$ cat src/rtl/data_mem_responder.sv
// -----------------------------------------------------------------------------
// data_mem_responder
//   Memory-side responder for the processor's data load/store interface.
//   Accepts one word request at a time and serves it as four single-byte
//   accesses to a byte-wide array. Words are big-endian: byte addr+0 holds
//   bits [31:24]. Results come back on a valid/ready response channel.
//
// Ports
//   clk        clock, all state changes on the rising edge
//   rst_n      asynchronous active-low reset
//   req_valid  request present
//   req_ready  responder can accept a request (IDLE only)
//   req_we     1 = store word, 0 = load word
//   req_addr   byte address; bits above ADDR_W are ignored (aliasing)
//   req_wdata  store data
//   rsp_valid  response present
//   rsp_ready  initiator accepts the response
//   rsp_rdata  load data; 0 for stores and misaligned requests
//   rsp_err    misaligned request, no memory access was made
// -----------------------------------------------------------------------------
module data_mem_responder #(
   parameter int DEPTH  = 32,
   parameter int ADDR_W = 5
) (
   input  logic        clk,
   input  logic        rst_n,
   input  logic        req_valid,
   output logic        req_ready,
   input  logic        req_we,
   input  logic [31:0] req_addr,
   input  logic [31:0] req_wdata,
   output logic        rsp_valid,
   input  logic        rsp_ready,
   output logic [31:0] rsp_rdata,
   output logic        rsp_err
);

   typedef enum logic [1:0] {
      S_IDLE,
      S_ACCESS,
      S_RESP
   } state_e;

   state_e            state_q;
   logic [1:0]        cnt_q;
   logic [ADDR_W-1:0] addr_q;
   logic              we_q;
   logic [31:0]       wdata_q;
   logic [31:0]       rdata_q;
   logic              err_q;
   logic              req_ready_q;
   logic              rsp_valid_q;

   logic [7:0]        mem_q [DEPTH];

   logic [ADDR_W-1:0] idx;
   logic [7:0]        rd_byte;
   logic [7:0]        wr_byte;
   logic [31:0]       rdata_d;

   // Address bits above the array index only alias; they are deliberately dropped.
   logic unused_addr_bits;
   assign unused_addr_bits = ^req_addr[31:ADDR_W];

   // Byte index wraps naturally modulo DEPTH through the ADDR_W-bit add.
   assign idx     = addr_q + ADDR_W'(cnt_q);
   assign rd_byte = mem_q[idx];

   // NOTE: every signal assigned in always_comb gets a default first, so no
   // path leaves it unassigned and no latch is inferred.
   always_comb begin
      wr_byte = wdata_q[31:24];
      rdata_d = rdata_q;
      case (cnt_q)
         2'd0: begin wr_byte = wdata_q[31:24]; rdata_d[31:24] = rd_byte; end
         2'd1: begin wr_byte = wdata_q[23:16]; rdata_d[23:16] = rd_byte; end
         2'd2: begin wr_byte = wdata_q[15:8];  rdata_d[15:8]  = rd_byte; end
         default: begin wr_byte = wdata_q[7:0]; rdata_d[7:0]  = rd_byte; end
      endcase
   end

   // NOTE: the data array has no reset; its contents must survive rst_n.
   // A reset mid-store forces state_q to IDLE, which stops further writes.
   always_ff @(posedge clk) begin
      if (state_q == S_ACCESS && we_q) begin
         mem_q[idx] <= wr_byte;
      end
   end

   // NOTE: sequential state uses non-blocking assignments only, so every
   // register samples pre-edge values regardless of statement order.
   always_ff @(posedge clk or negedge rst_n) begin
      if (!rst_n) begin
         state_q     <= S_IDLE;
         cnt_q       <= 2'd0;
         addr_q      <= '0;
         we_q        <= 1'b0;
         wdata_q     <= 32'h0;
         rdata_q     <= 32'h0;
         err_q       <= 1'b0;
         req_ready_q <= 1'b1;
         rsp_valid_q <= 1'b0;
      end else begin
         case (state_q)
            S_IDLE: begin
               if (req_valid && req_ready_q) begin
                  // Latched copies drive the whole access; req_* is ignored until IDLE.
                  addr_q      <= req_addr[ADDR_W-1:0];
                  we_q        <= req_we;
                  wdata_q     <= req_wdata;
                  rdata_q     <= 32'h0;
                  cnt_q       <= 2'd0;
                  req_ready_q <= 1'b0;
                  if (req_addr[1:0] != 2'b00) begin
                     err_q       <= 1'b1;
                     rsp_valid_q <= 1'b1;
                     state_q     <= S_RESP;
                  end else begin
                     err_q   <= 1'b0;
                     state_q <= S_ACCESS;
                  end
               end
            end
            S_ACCESS: begin
               if (!we_q) begin
                  rdata_q <= rdata_d;
               end
               cnt_q <= cnt_q + 2'd1;
               if (cnt_q == 2'd3) begin
                  rsp_valid_q <= 1'b1;
                  state_q     <= S_RESP;
               end
            end
            S_RESP: begin
               // Response registers hold until consumed; no new request here.
               if (rsp_ready) begin
                  rsp_valid_q <= 1'b0;
                  req_ready_q <= 1'b1;
                  state_q     <= S_IDLE;
               end
            end
            default: state_q <= S_IDLE;
         endcase
      end
   end

   assign req_ready = req_ready_q;
   assign rsp_valid = rsp_valid_q;
   assign rsp_rdata = rdata_q;
   assign rsp_err   = err_q;

endmodule

$ cat config.mk
export PLATFORM = sky130hd
export DESIGN_NAME = data_mem_responder
export DESIGN_NICKNAME = d
export VERILOG_FILES = /design/src/rtl/data_mem_responder.sv
export SDC_FILE = /design/constraint.sdc
export NUM_CORES = 1
export LEC_CHECK = 0
export ABC_AREA = 1
export CAP_MARGIN = 15
export CORE_ASPECT_RATIO = 1.75
export CORE_MARGIN = 10
export CORE_UTILIZATION = 60
export CTS_BUF_LIST = sky130_fd_sc_hd__clkbuf_2 sky130_fd_sc_hd__clkbuf_4 sky130_fd_sc_hd__clkbuf_8
export CTS_CLUSTER_DIAMETER = 80
export CTS_CLUSTER_SIZE = 20
export DETAILED_ROUTE_END_ITERATION = 12
export MAX_ROUTING_LAYER = met4
export PLACE_DENSITY_LB_ADDON = 0.08
export SLEW_MARGIN = 20
export SYNTH_ARGS = -nofsm -noshare
export SYNTH_HDL_FRONTEND = slang
export SYNTH_SLANG_ARGS = --single-unit
$ cat constraint.sdc
create_clock -name clk -period 4.95 [get_ports clk]
set_clock_uncertainty 0.05 [all_clocks]
set_input_delay 0.99 -clock clk [delete_from_list [all_inputs] [get_ports clk]]
set_output_delay 0.99 -clock clk [all_outputs]
set_load 0.1 [all_outputs]
* Yosys cells after proc, flatten, opt, wreduce, memory -nomap -nowiden
Memories as Yosys holds them, arrays and structs flattened. Cells that the tools add are included.
Operators by class: add/sub/neg operators 2, equality and inequality tests 14, muxes and demuxes 26, reductions and logical operators 18
Operators by type and width (number):
- $mux 32 | 2
- $pmux 32 s2 | 1
- $mux 8 | 4
- $pmux 8 s3 | 1
- $reduce_and 4->1 | 4
- $mux 2 | 5
- $ne 2x2->1 const B | 5
- $mux 1 | 9
- $ne 2x1->1 const B | 4
- $eq 2x2->1 const B | 3
- $pmux 2 s3 | 1
- $reduce_and 3->1 | 2
- $reduce_bool 2->1 | 3
- $add 5x2->5 | 1
- $reduce_and 5->1 | 1
- $eq 2x1->1 const B | 2
- $logic_not 2->1 | 2
- $pmux 2 s2 | 1
- $reduce_and 2->1 | 2
- $pmux 1 s3 | 1
- $reduce_bool 3->1 | 1
- $reduce_or 3->1 | 1
- $add 2x1->2 const B | 1
- $logic_and 1x1->1 | 2
- $pmux 1 s2 | 1
Storage, ports and cells: flip-flop bits (word level) 77, memory bits (writable) 256, input port bits 69, output and inout bits 35, logic and storage cells 73, memories 1
Memories:
- mem_q | words 32, bits a word 8, rd ports 1, clocked after Yosys merged registers in 0, write ports 1, line 54 | logic [7:0] mem_q [DEPTH];

* Logic depth before layout (Yosys ltp)
Gate-level depths: netlist of run 1.
word-level depth 5, gate-level depth with buffers 15, gate-level depth less buffers 14

* Worst setup path before layout of run 1
Ideal clock, no wire load.
path type register -> register, start register cnt_q[0], end memory mem_q[2][0] (enable), setup time 0.370 ns, data arrival time 2.280 ns, required time 4.530 ns, slack 2.250 ns, cell stages (with the launch flop) 9, path buffers 0, clock period less this slack 2.700 ns, path through dfrtp_1 > ha_1 > fa_1 > nand3_1 > xor2_2 > nand2_1 > inv_2 > nand2_1 > nor2_1
On the way: longest elaborated chain between the ends 1
RTL lines:
- start: declaration | line 45 | logic [1:0] cnt_q;
- start signal: assignment | line 128 | cnt_q <= cnt_q + 2'd1;
- $add 5x2->5 | line 66 | assign idx = addr_q + ADDR_W'(cnt_q);
- end: declaration | line 54
No other way between the ends.

* Worst setup path after layout of run 1
start register cnt_q[0], end memory mem_q[11][1] (enable)
Same word-level chain as after synthesis.

==> flow_metrics.tcl, run 1 <==
set metrics [dict create \
    firstDrtPassIters 6 \
    worst_hold_slack_ns 0.431 \
    clk_pin_slew_ns 0.12 \
    postCtsSetupRepairBufs 0 \
    synth.yosys.warnings 0 \
    ir_worst_vdd_uv 633 \
    reg2reg_from "cnt_q[0]$_DFFE_PN0P_" \
    start_util_pct 61.1 \
    clkLatencyLatePin_ns 0.58 \
    slew_headroom_pct 27.8 \
    outcome "finished, final reports clean" \
    crit_required_ns 5.11 \
    period_needed_ns 3.54 \
    cts_tree "built" \
    grt_use_total_pct 22.4 \
    antenna_found_initial 0 \
    die_h_um 225 \
    yosysTopAreaCell "edfxtp_1" \
    fp-row-count 74 \
    rsz0062_at_grt "no" \
    synthToLayoutAreaGrowth_pct 10.9 \
    grt_overflow 0 \
    startpoint "cnt_q[0]$_DFFE_PN0P_" \
    cts_inserted_buffers 20 \
    setup_tns_ns 0 \
    dpl_cell_area_um2 15500 \
    synth_area_um2 14400 \
    layout.cells.most_common "nand2_1" \
    min_path_type "reg -> reg" \
    ant_nets 0 \
    fin_area_um2 15900 \
    fmax_mhz 283 \
    die_w_um 137 \
    synth-edff-count 256 \
    syn_inst 1507 \
    ctsHoldBuffers 0 \
    grt_pass1_wl_mm 52.7 \
    grt_pass1_vias 10100 \
    root_buffer "clkbuf_8" \
    synth_top_flop_cell "edfxtp_1" \
    cp-start-kind "flop" \
    crit_arrival_ns 3.70 \
    reg2regPathDepth 7 \
    fin_crit_sh_pct 71.4 \
    crit_path_end "mem_q[11][1]$_DFFE_PP_" \
    grt_max_degree 78 \
    async_flop_share_pct 23.1 \
    end_kind "flop" \
    placed_cells 1863 \
    cts_max_level 1 \
    syn-num-nets 1583 \
    num_vias 9951 \
    worst_pin_slew_ns 1.08 \
    place.gp.congestion 0.871 \
    finalHoldViolations 0 \
    fp.dieArea_um2 30800 \
    totalWireLength_mm 33.0 \
    pwr_density_cell_nw_per_um2 708 \
    max-cap-violations 0 \
    clk_path_buf_depth 3 \
    dp_hpwl_mm 21.7 \
    ys_seq_elements 333 \
    finalNetCount 1657 \
    fin_util_pct 67.8 \
    final_cells 1899 \
    synth_seq_area_share_pct 66.9 \
    ys_top_cells_by_area "edfxtp_1, nand2_1, dfrtp_1, nor2_1, inv_1" \
    setup_viol 0 \
    reg2reg_slack_ns 1.41 \
    netlist.area_leader.share_pct 53.5 \
    vias_per_cell 5.24 \
    r2r-end "mem_q[11][1]$_DFFE_PP_" \
    crit_type "reg -> reg" \
    leakagePower_nw 7.15 \
    finalMaxSlewViolations 0 \
    wl_per_cell_um 17.4 \
    drc 0 \
    core_um2 23500 \
    avgSynthCellArea_um2 9.54 \
    drive_gt1_share_pct 6.27 \
    cts.sinks 333 \
    path_max_fanout 29 \
    antenna_cells 0 \
    cts-resized-gates 0 \
    synth.distinct_cells 27 \
    io_pins 104 \
    drt_iter0_drc 728 \
    port_buffers 76 \
    mostFrequentLayoutCells "nand2_1, edfxtp_1, nor2_1, inv_1, dfrtp_1" \
]
-- logic make-up (layout without fill, tap and decap cells) --
group | Yosys count | in the layout | synth area share [%]
AO/OA/AOI/OAI | 59 | 59 | 2.19
XOR/XNOR | 4 | 4 | 0.400
adder cells (fa/ha/maj) | 7 | 7 | 0.662
buffers and inverters | 211 | 299 | 5.79
flip-flops | 333 | 333 | 66.9
AND/OR/NAND/NOR | 893 | 893 | 24.1
-- synth_stat cells, types with 5 or more instances --
cell        n
o21ai_1    11
edfxtp_1  256
a21oi_1    11
a31oi_1    11
nand3_1    47
nor2_2      9
buf_2      26
nor2_1    213
inv_1     153
o21ai_0    21
nand2_1   616
o22ai_1     5
clkbuf_1   17
dfrtp_1    76
or2_2       5
inv_2       9
ha_1        6
-- cell type report --
type                            instances  area, um^2
Clock inverter                          1        8.76
Tap cell                              304         380
Clock buffer                           35         394
Sequential cell                       333        9620
Fill cell                            1843        7580
Multi-Input combinational cell        963        3980
Timing Repair Buffer                  100         951
Inverter                              163         612
-- routing by layer --
layer  up-vias  GRT usage [%]  share of wire [%]
met4         0           7.00                3.1
met1      4683           26.2                 38
met2       327           39.4                 53
met5         -              -                  0
li1       4870              -                  -
met3        71           2.37                5.5
-- flip-flops by register name, indices dropped and copies added (netlist names) --
register and count:
req_ready 1, wdata_q 32, cnt_q 2, we_q 1
rsp_err 1, rsp_valid 1, mem_q 256, rsp_rdata 32
addr_q 5, state_q 2
-- metrics by stage --
step	power, W	setup slack, ns
floorplan	0.00803	2.25
global placement	0.00990	1.48
detailed placement	0.0100	1.42
CTS	0.0113	1.40
global route	0.0120	1.23
finish	0.0113	1.41
-- power by group --
group / switching, W / internal, W
Combinational: 0.00445 / 0.00144
Clock: 0.000828 / 0.000508
Sequential: 0.000184 / 0.00388
Total: 0.00546 / 0.00583
-- worst min path at each step --
stage | slack, ns | depth (start not counted) | start | endpoint
global placement | 0.40 | 2 | wdata_q[10]$_DFFE_PN0P_ | wdata_q[10]$_DFFE_PN0P_
finish | 0.43 | 2 | wdata_q[31]$_DFFE_PN0P_ | wdata_q[31]$_DFFE_PN0P_
detailed placement | 0.41 | 2 | wdata_q[2]$_DFFE_PN0P_ | wdata_q[2]$_DFFE_PN0P_
global route | 0.45 | 2 | wdata_q[28]$_DFFE_PN0P_ | wdata_q[28]$_DFFE_PN0P_
floorplan | 0.39 | 2 | wdata_q[20]$_DFFE_PN0P_ | wdata_q[20]$_DFFE_PN0P_
CTS | 0.44 | 2 | wdata_q[31]$_DFFE_PN0P_ | wdata_q[31]$_DFFE_PN0P_
-- worst max-delay path, stage by stage (launching register included) --
cell	delay [ns]
dfrtp_1	0.45
ha_2	0.23
fa_1	0.51
buf_4	0.37
nand2_1	0.13
inv_1	0.30
nand2_1	0.38
nor2_1	0.76
Note: power is estimated with default switching activity, not from simulation.
==> run 2: changes to the inputs <==
==> constraint.sdc (replaced) <==
create_clock -name clk -period 3.45 [get_ports clk]
set_clock_uncertainty 0.05 [all_clocks]
set_input_delay 0.69 -clock clk [delete_from_list [all_inputs] [get_ports clk]]
set_output_delay 0.69 -clock clk [all_outputs]
set_load 0.1 [all_outputs]
==> run 2 against run 1 <==
Against the previous run: register-to-register slack worse by 1.2 ns; critical path type unchanged; clock power rose by 40%; first-iteration DRC count shrank 5.8%; hold slack worse by 0.20 ns; combinational power increased by 46%; largest cell class unchanged; count of clock-buffer cells in the layout unchanged; via count is 1.3% higher; worst setup slack lost 1.2 ns; sequential cell count unchanged; global-route usage rose by 0.15 points.
==> flow_metrics.tcl, run 2 (synthesis gave the netlist of run 1 again) <==
set metrics [dict create \
    outcome "finished, final reports clean" \
    cp-start-kind "flop" \
    finalNetCount 1697 \
    start_util_pct 61.1 \
    totalWireLength_mm 33.3 \
    end_kind "flop" \
    mostFrequentLayoutCells "nand2_1, edfxtp_1, nor2_1, inv_1, buf_4" \
    core_um2 23500 \
    grt_pass1_wl_mm 53.0 \
    cts.sinks 333 \
    fmax_mhz 310 \
    cts_max_level 1 \
    port_buffers 76 \
    die_h_um 225 \
    place.gp.congestion 0.916 \
    placed_cells 1903 \
    fin_util_pct 68.8 \
    synthToLayoutAreaGrowth_pct 12.6 \
    grt_pass1_vias 10300 \
    grt_overflow 0 \
    rsz0062_at_grt "no" \
    fp.dieArea_um2 30800 \
    grt_max_degree 78 \
    die_w_um 137 \
    final_cells 1939 \
    drc 0 \
    fin_crit_sh_pct 93.6 \
    cts_inserted_buffers 20 \
    cts-resized-gates 0 \
    antenna_found_initial 0 \
    postCtsSetupRepairBufs 0 \
    largest_reg_flops 256 \
    crit_arrival_ns 3.45 \
    worst_pin_slew_ns 0.959 \
    finalHoldViolations 0 \
    io_pins 104 \
    root_buffer "clkbuf_8" \
    r2r-end "mem_q[2][7]$_DFFE_PP_" \
    finalMaxSlewViolations 0 \
    regMostFlops "mem_q" \
    reg2regPathDepth 8 \
    slew_headroom_pct 36.1 \
    cts_tree "built" \
    setup_viol 0 \
    clkLatencyLatePin_ns 0.56 \
    min_path_type "in -> async" \
    antenna_cells 0 \
    path_max_fanout 13 \
    setup_tns_ns 0 \
    vias_per_cell 5.20 \
    period_needed_ns 3.23 \
    ctsHoldBuffers 0 \
    max-cap-violations 0 \
    crit_type "reg -> reg" \
    drt_iter0_drc 686 \
    firstDrtPassIters 5 \
    layout.cells.most_common "nand2_1" \
    wl_per_cell_um 17.2 \
    reg2reg_from "cnt_q[0]$_DFFE_PN0P_" \
    grt_use_total_pct 22.6 \
    clk_pin_slew_ns 0.12 \
    pwr_density_cell_nw_per_um2 1010 \
    crit_required_ns 3.67 \
    fp-row-count 74 \
    drive_gt1_share_pct 10.8 \
    ant_nets 0 \
    num_vias 10100 \
    ir_worst_vdd_uv 906 \
    dp_hpwl_mm 23.1 \
    leakagePower_nw 7.44 \
    reg2reg_slack_ns 0.22 \
    clk_path_buf_depth 3 \
]
[run 2: metal layers]
| layer | track usage, % | vias to the layer above | share of wire, % |
|---|---|---|---|
| li1 | - | 4948 | - |
| met1 | 24.9 | 4756 | 38 |
| met2 | 40.2 | 298 | 54 |
| met3 | 2.37 | 80 | 4.6 |
| met4 | 9.45 | 0 | 3.8 |
| met5 | - | - | 0 |
[run 2: area by class of cell]
cell class,count,area (um^2)
clock inverters,1,8.76
clock buffers,35,394
inverters,163,612
fillers,1873,7330
multi-input cells,963,3990
flip-flops and latches,333,9620
repair buffers,140,1190
well taps,304,380
[run 2: worst max-delay path by stage]
stage                              start                   endpoint  slack [ns]  cells after the start
global placement    cnt_q[0]$_DFFE_PN0P_      mem_q[2][7]$_DFFE_PP_        0.11                      8
global route        cnt_q[0]$_DFFE_PN0P_  rsp_rdata[13]$_DFFE_PN0P_        0.02                     14
finish              cnt_q[0]$_DFFE_PN0P_      mem_q[2][7]$_DFFE_PP_        0.22                      8
CTS                 cnt_q[0]$_DFFE_PN0P_      mem_q[2][4]$_DFFE_PP_        0.03                      8
floorplan           cnt_q[0]$_DFFE_PN0P_      mem_q[2][0]$_DFFE_PP_        0.75                      8
detailed placement  cnt_q[0]$_DFFE_PN0P_      mem_q[2][1]$_DFFE_PP_        0.05                      8
[run 2: worst max-delay path, stage by stage (launching register included)]
cell	delay, ns
dfrtp_1	0.46
ha_2	0.23
fa_2	0.73
inv_2	0.22
nor2_1	0.30
buf_4	0.22
nand2_1	0.30
nor2_1	0.26
buf_4	0.18
[run 2: through the flow]
stage / setup WS (ns) / power [W] / hold slack (ns) / cell area [um^2]
finish: 0.222 / 0.0163 / 0.227 / 16200
CTS: 0.0270 / 0.0164 / 0.244 / 16200
detailed placement: 0.0506 / 0.0145 / 0.408 / 15800
floorplan: 0.750 / 0.0115 / 0.344 / 14400
global placement: 0.113 / 0.0143 / 0.404 / 15800
global route: 0.0200 / 0.0174 / 0.274 / 16200
[run 2: power by group]
group / leakage (nW) / switching, W / internal [W]
Sequential: 3.33 / 0.000276 / 0.00557
Combinational: 3.89 / 0.00640 / 0.00219
Clock: 0.220 / 0.00115 / 0.000730
Total: 7.44 / 0.00783 / 0.00849
==> run 3: changes to the inputs <==
--- a/config.mk
+++ b/config.mk
@@ -9,7 +9,7 @@
 export CAP_MARGIN = 15
 export CORE_ASPECT_RATIO = 1.75
 export CORE_MARGIN = 10
-export CORE_UTILIZATION = 60
+export CORE_UTILIZATION = 35
 export CTS_BUF_LIST = sky130_fd_sc_hd__clkbuf_2 sky130_fd_sc_hd__clkbuf_4 sky130_fd_sc_hd__clkbuf_8
 export CTS_CLUSTER_DIAMETER = 80
 export CTS_CLUSTER_SIZE = 20
==> run 3 against run 2 <==
Against the previous run: combinational power increased by 4.2%; sequential share of layout area is 1.6 points lower; final cell count grew 13%; core utilization fell by 28 points; worst setup slack improved by 0.16 ns; first-iteration DRC count down 26%; critical path type unchanged; critical endpoint is now mem_q[2][1]$_DFFE_PP_; largest cell class unchanged.
==> flow_metrics.tcl, run 3 (synthesis gave the netlist of run 1 again) <==
set metrics [dict create \
    outcome "finished, final reports clean" \
    regMostFlops "mem_q" \
    grt_use_total_pct 15.9 \
    power_frac_seq_pct 34.9 \
    core_um2 40700 \
    wl_per_cell_um 17.4 \
    postCtsSetupRepairBufs 0 \
    clk_pin_slew_ns 0.12 \
    rsz0062_at_grt "no" \
    drt_iter0_drc 509 \
    switching_share_pct 48.6 \
    setup_viol 0 \
    grt_max_degree 56 \
    grt_pass1_wl_mm 59.6 \
    p_clk_share_pct 11.8 \
    root_buffer "clkbuf_8" \
    cts_tree "built" \
    min_path_type "in -> async" \
    vias_per_cell 4.49 \
    register_area_um2 9620 \
    fp.dieArea_um2 49900 \
    fin_crit_sh_pct 89.1 \
    firstDrtPassIters 5 \
    totalWireLength_mm 38.2 \
    top_usage_layer "met2" \
    use_met2_pct 30.0 \
    crit_type "reg -> reg" \
    start_util_pct 35.3 \
    crit_required_ns 3.71 \
    clkLatencyLatePin_ns 0.59 \
    cts_inserted_buffers 20 \
    cp-start-kind "flop" \
    switchingPower_w 0.00816 \
    fmax_mhz 325 \
    fp-row-count 98 \
    cts_max_level 1 \
    reg2reg_from "cnt_q[0]$_DFFE_PN0P_" \
    cts-resized-gates 0 \
    slew_headroom_pct 51.9 \
    ir_worst_vdd_uv 676 \
    leakagePower_nw 7.49 \
    finalMaxSlewViolations 0 \
    pwr_density_cell_nw_per_um2 1010 \
    clk_path_buf_depth 3 \
    dp_hpwl_mm 26.4 \
    end_kind "flop" \
    setup_tns_ns 0 \
    cts.sinks 333 \
    worst_pin_slew_ns 0.721 \
    r2r-end "mem_q[2][1]$_DFFE_PP_" \
    synthToLayoutAreaGrowth_pct 15.7 \
    antenna_found_initial 1 \
    grt_overflow 0 \
    grt_pass1_vias 10200 \
    reg2regPathDepth 9 \
    ctsHoldBuffers 0 \
    max-cap-violations 0 \
    final.fill_count 4176 \
    grt_util_met1_pct 17.1 \
    io_pins 104 \
    largest_reg_flops 256 \
    finalHoldViolations 0 \
    drc 0 \
    pwr-share-comb_pct 53.3 \
    drive_gt1_share_pct 11.1 \
    intPower_w 0.00861 \
    reg2reg_slack_ns 0.38 \
    path_max_fanout 14 \
    place.gp.congestion 0.815 \
    num_vias 9841 \
    layout.cells.most_common "nand2_1" \
    multi_input_area_um2 4040 \
    die_w_um 173 \
    met3_usage_pct 1.46 \
    crit_arrival_ns 3.33 \
    ant_nets 0 \
    mostFrequentLayoutCells "nand2_1, edfxtp_1, nor2_1, inv_1, buf_4" \
    finalNetCount 1704 \
    die_h_um 288 \
    period_needed_ns 3.07 \
    port_buffers 76 \
    fin_util_pct 40.8 \
]
[run 3: cell types whose count changed in the layout (fill, tap and decap cells not counted)]
cell     previous run  this run
fa_1                0         1
fa_2                1         0
buf_12              3         5
a31oi_2             7         1
diode_2             0         1
a31oi_4             1         7
buf_4              97       102
[run 3: cell type report]
cell class              count  share of cell area (%)
flip-flops and latches    333                    57.8
clock buffers              35                    2.37
diodes                      1                  0.0151
clock inverters             1                  0.0527
multi-input cells         963                    24.3
repair buffers            147                    7.62
well taps                 550                    4.14
inverters                 163                    3.68
[run 3: worst max path at each step]
| stage | from | to | slack, ns | cells past startpoint |
|---|---|---|---|---|
| finish | cnt_q[0]$_DFFE_PN0P_ | mem_q[2][1]$_DFFE_PP_ | 0.38 | 9 |
| CTS | cnt_q[0]$_DFFE_PN0P_ | mem_q[2][1]$_DFFE_PP_ | 0.33 | 9 |
| global route | cnt_q[0]$_DFFE_PN0P_ | rsp_rdata[13]$_DFFE_PN0P_ | 0.12 | 13 |
| global placement | cnt_q[0]$_DFFE_PN0P_ | mem_q[2][3]$_DFFE_PP_ | 0.35 | 9 |
| floorplan | cnt_q[0]$_DFFE_PN0P_ | mem_q[2][0]$_DFFE_PP_ | 0.75 | 8 |
| detailed placement | cnt_q[0]$_DFFE_PN0P_ | mem_q[2][3]$_DFFE_PP_ | 0.34 | 9 |
[run 3: power by group through the flow]
stage / clock network [W] / registers (W) / logic (W)
final: 0.00198 / 0.00585 / 0.00895
after global routing: 0.00220 / 0.00591 / 0.00995
after CTS: 0.00208 / 0.00585 / 0.00919
after detailed placement: 0 / 0.00594 / 0.00917
after global placement: 0 / 0.00594 / 0.00911
after floorplan: 0 / 0.00705 / 0.00447
[run 3: layer usage]
| layer | wire length [um] | vias to the layer above | share of wire, % |
|---|---|---|---|
| met3 | 998 | 43 | 2.6 |
| met1 | 15300 | 4682 | 40 |
| met5 | 0 | - | 0 |
| li1 | - | 4965 | - |
| met2 | 20800 | 151 | 54 |
| met4 | 1050 | 0 | 2.7 |
[run 3: critical path: stages, from the launching register on]
cell     delay, ns
dfrtp_1       0.45
ha_2          0.22
fa_1          0.50
buf_4         0.29
inv_2         0.11
nor2_1        0.21
buf_4         0.16
nand2_1       0.28
nor2_1        0.31
buf_4         0.23
[run 3: metrics by stage]
stage | instance area [um^2] | setup WS, ns | hold slack, ns | cells | power, W
3_3_place_gp | 16200 | 0.345 | 0.405 | 2156 | 0.0150
3_5_place_dp | 16200 | 0.343 | 0.409 | 2156 | 0.0151
5_1_grt | 16600 | 0.118 | 0.118 | 2193 | 0.0181
2_1_floorplan | 14400 | 0.750 | 0.344 | 1507 | 0.0115
4_1_cts | 16600 | 0.327 | 0.0858 | 2192 | 0.0171
6_report | 16600 | 0.377 | 0.0703 | 2193 | 0.0168
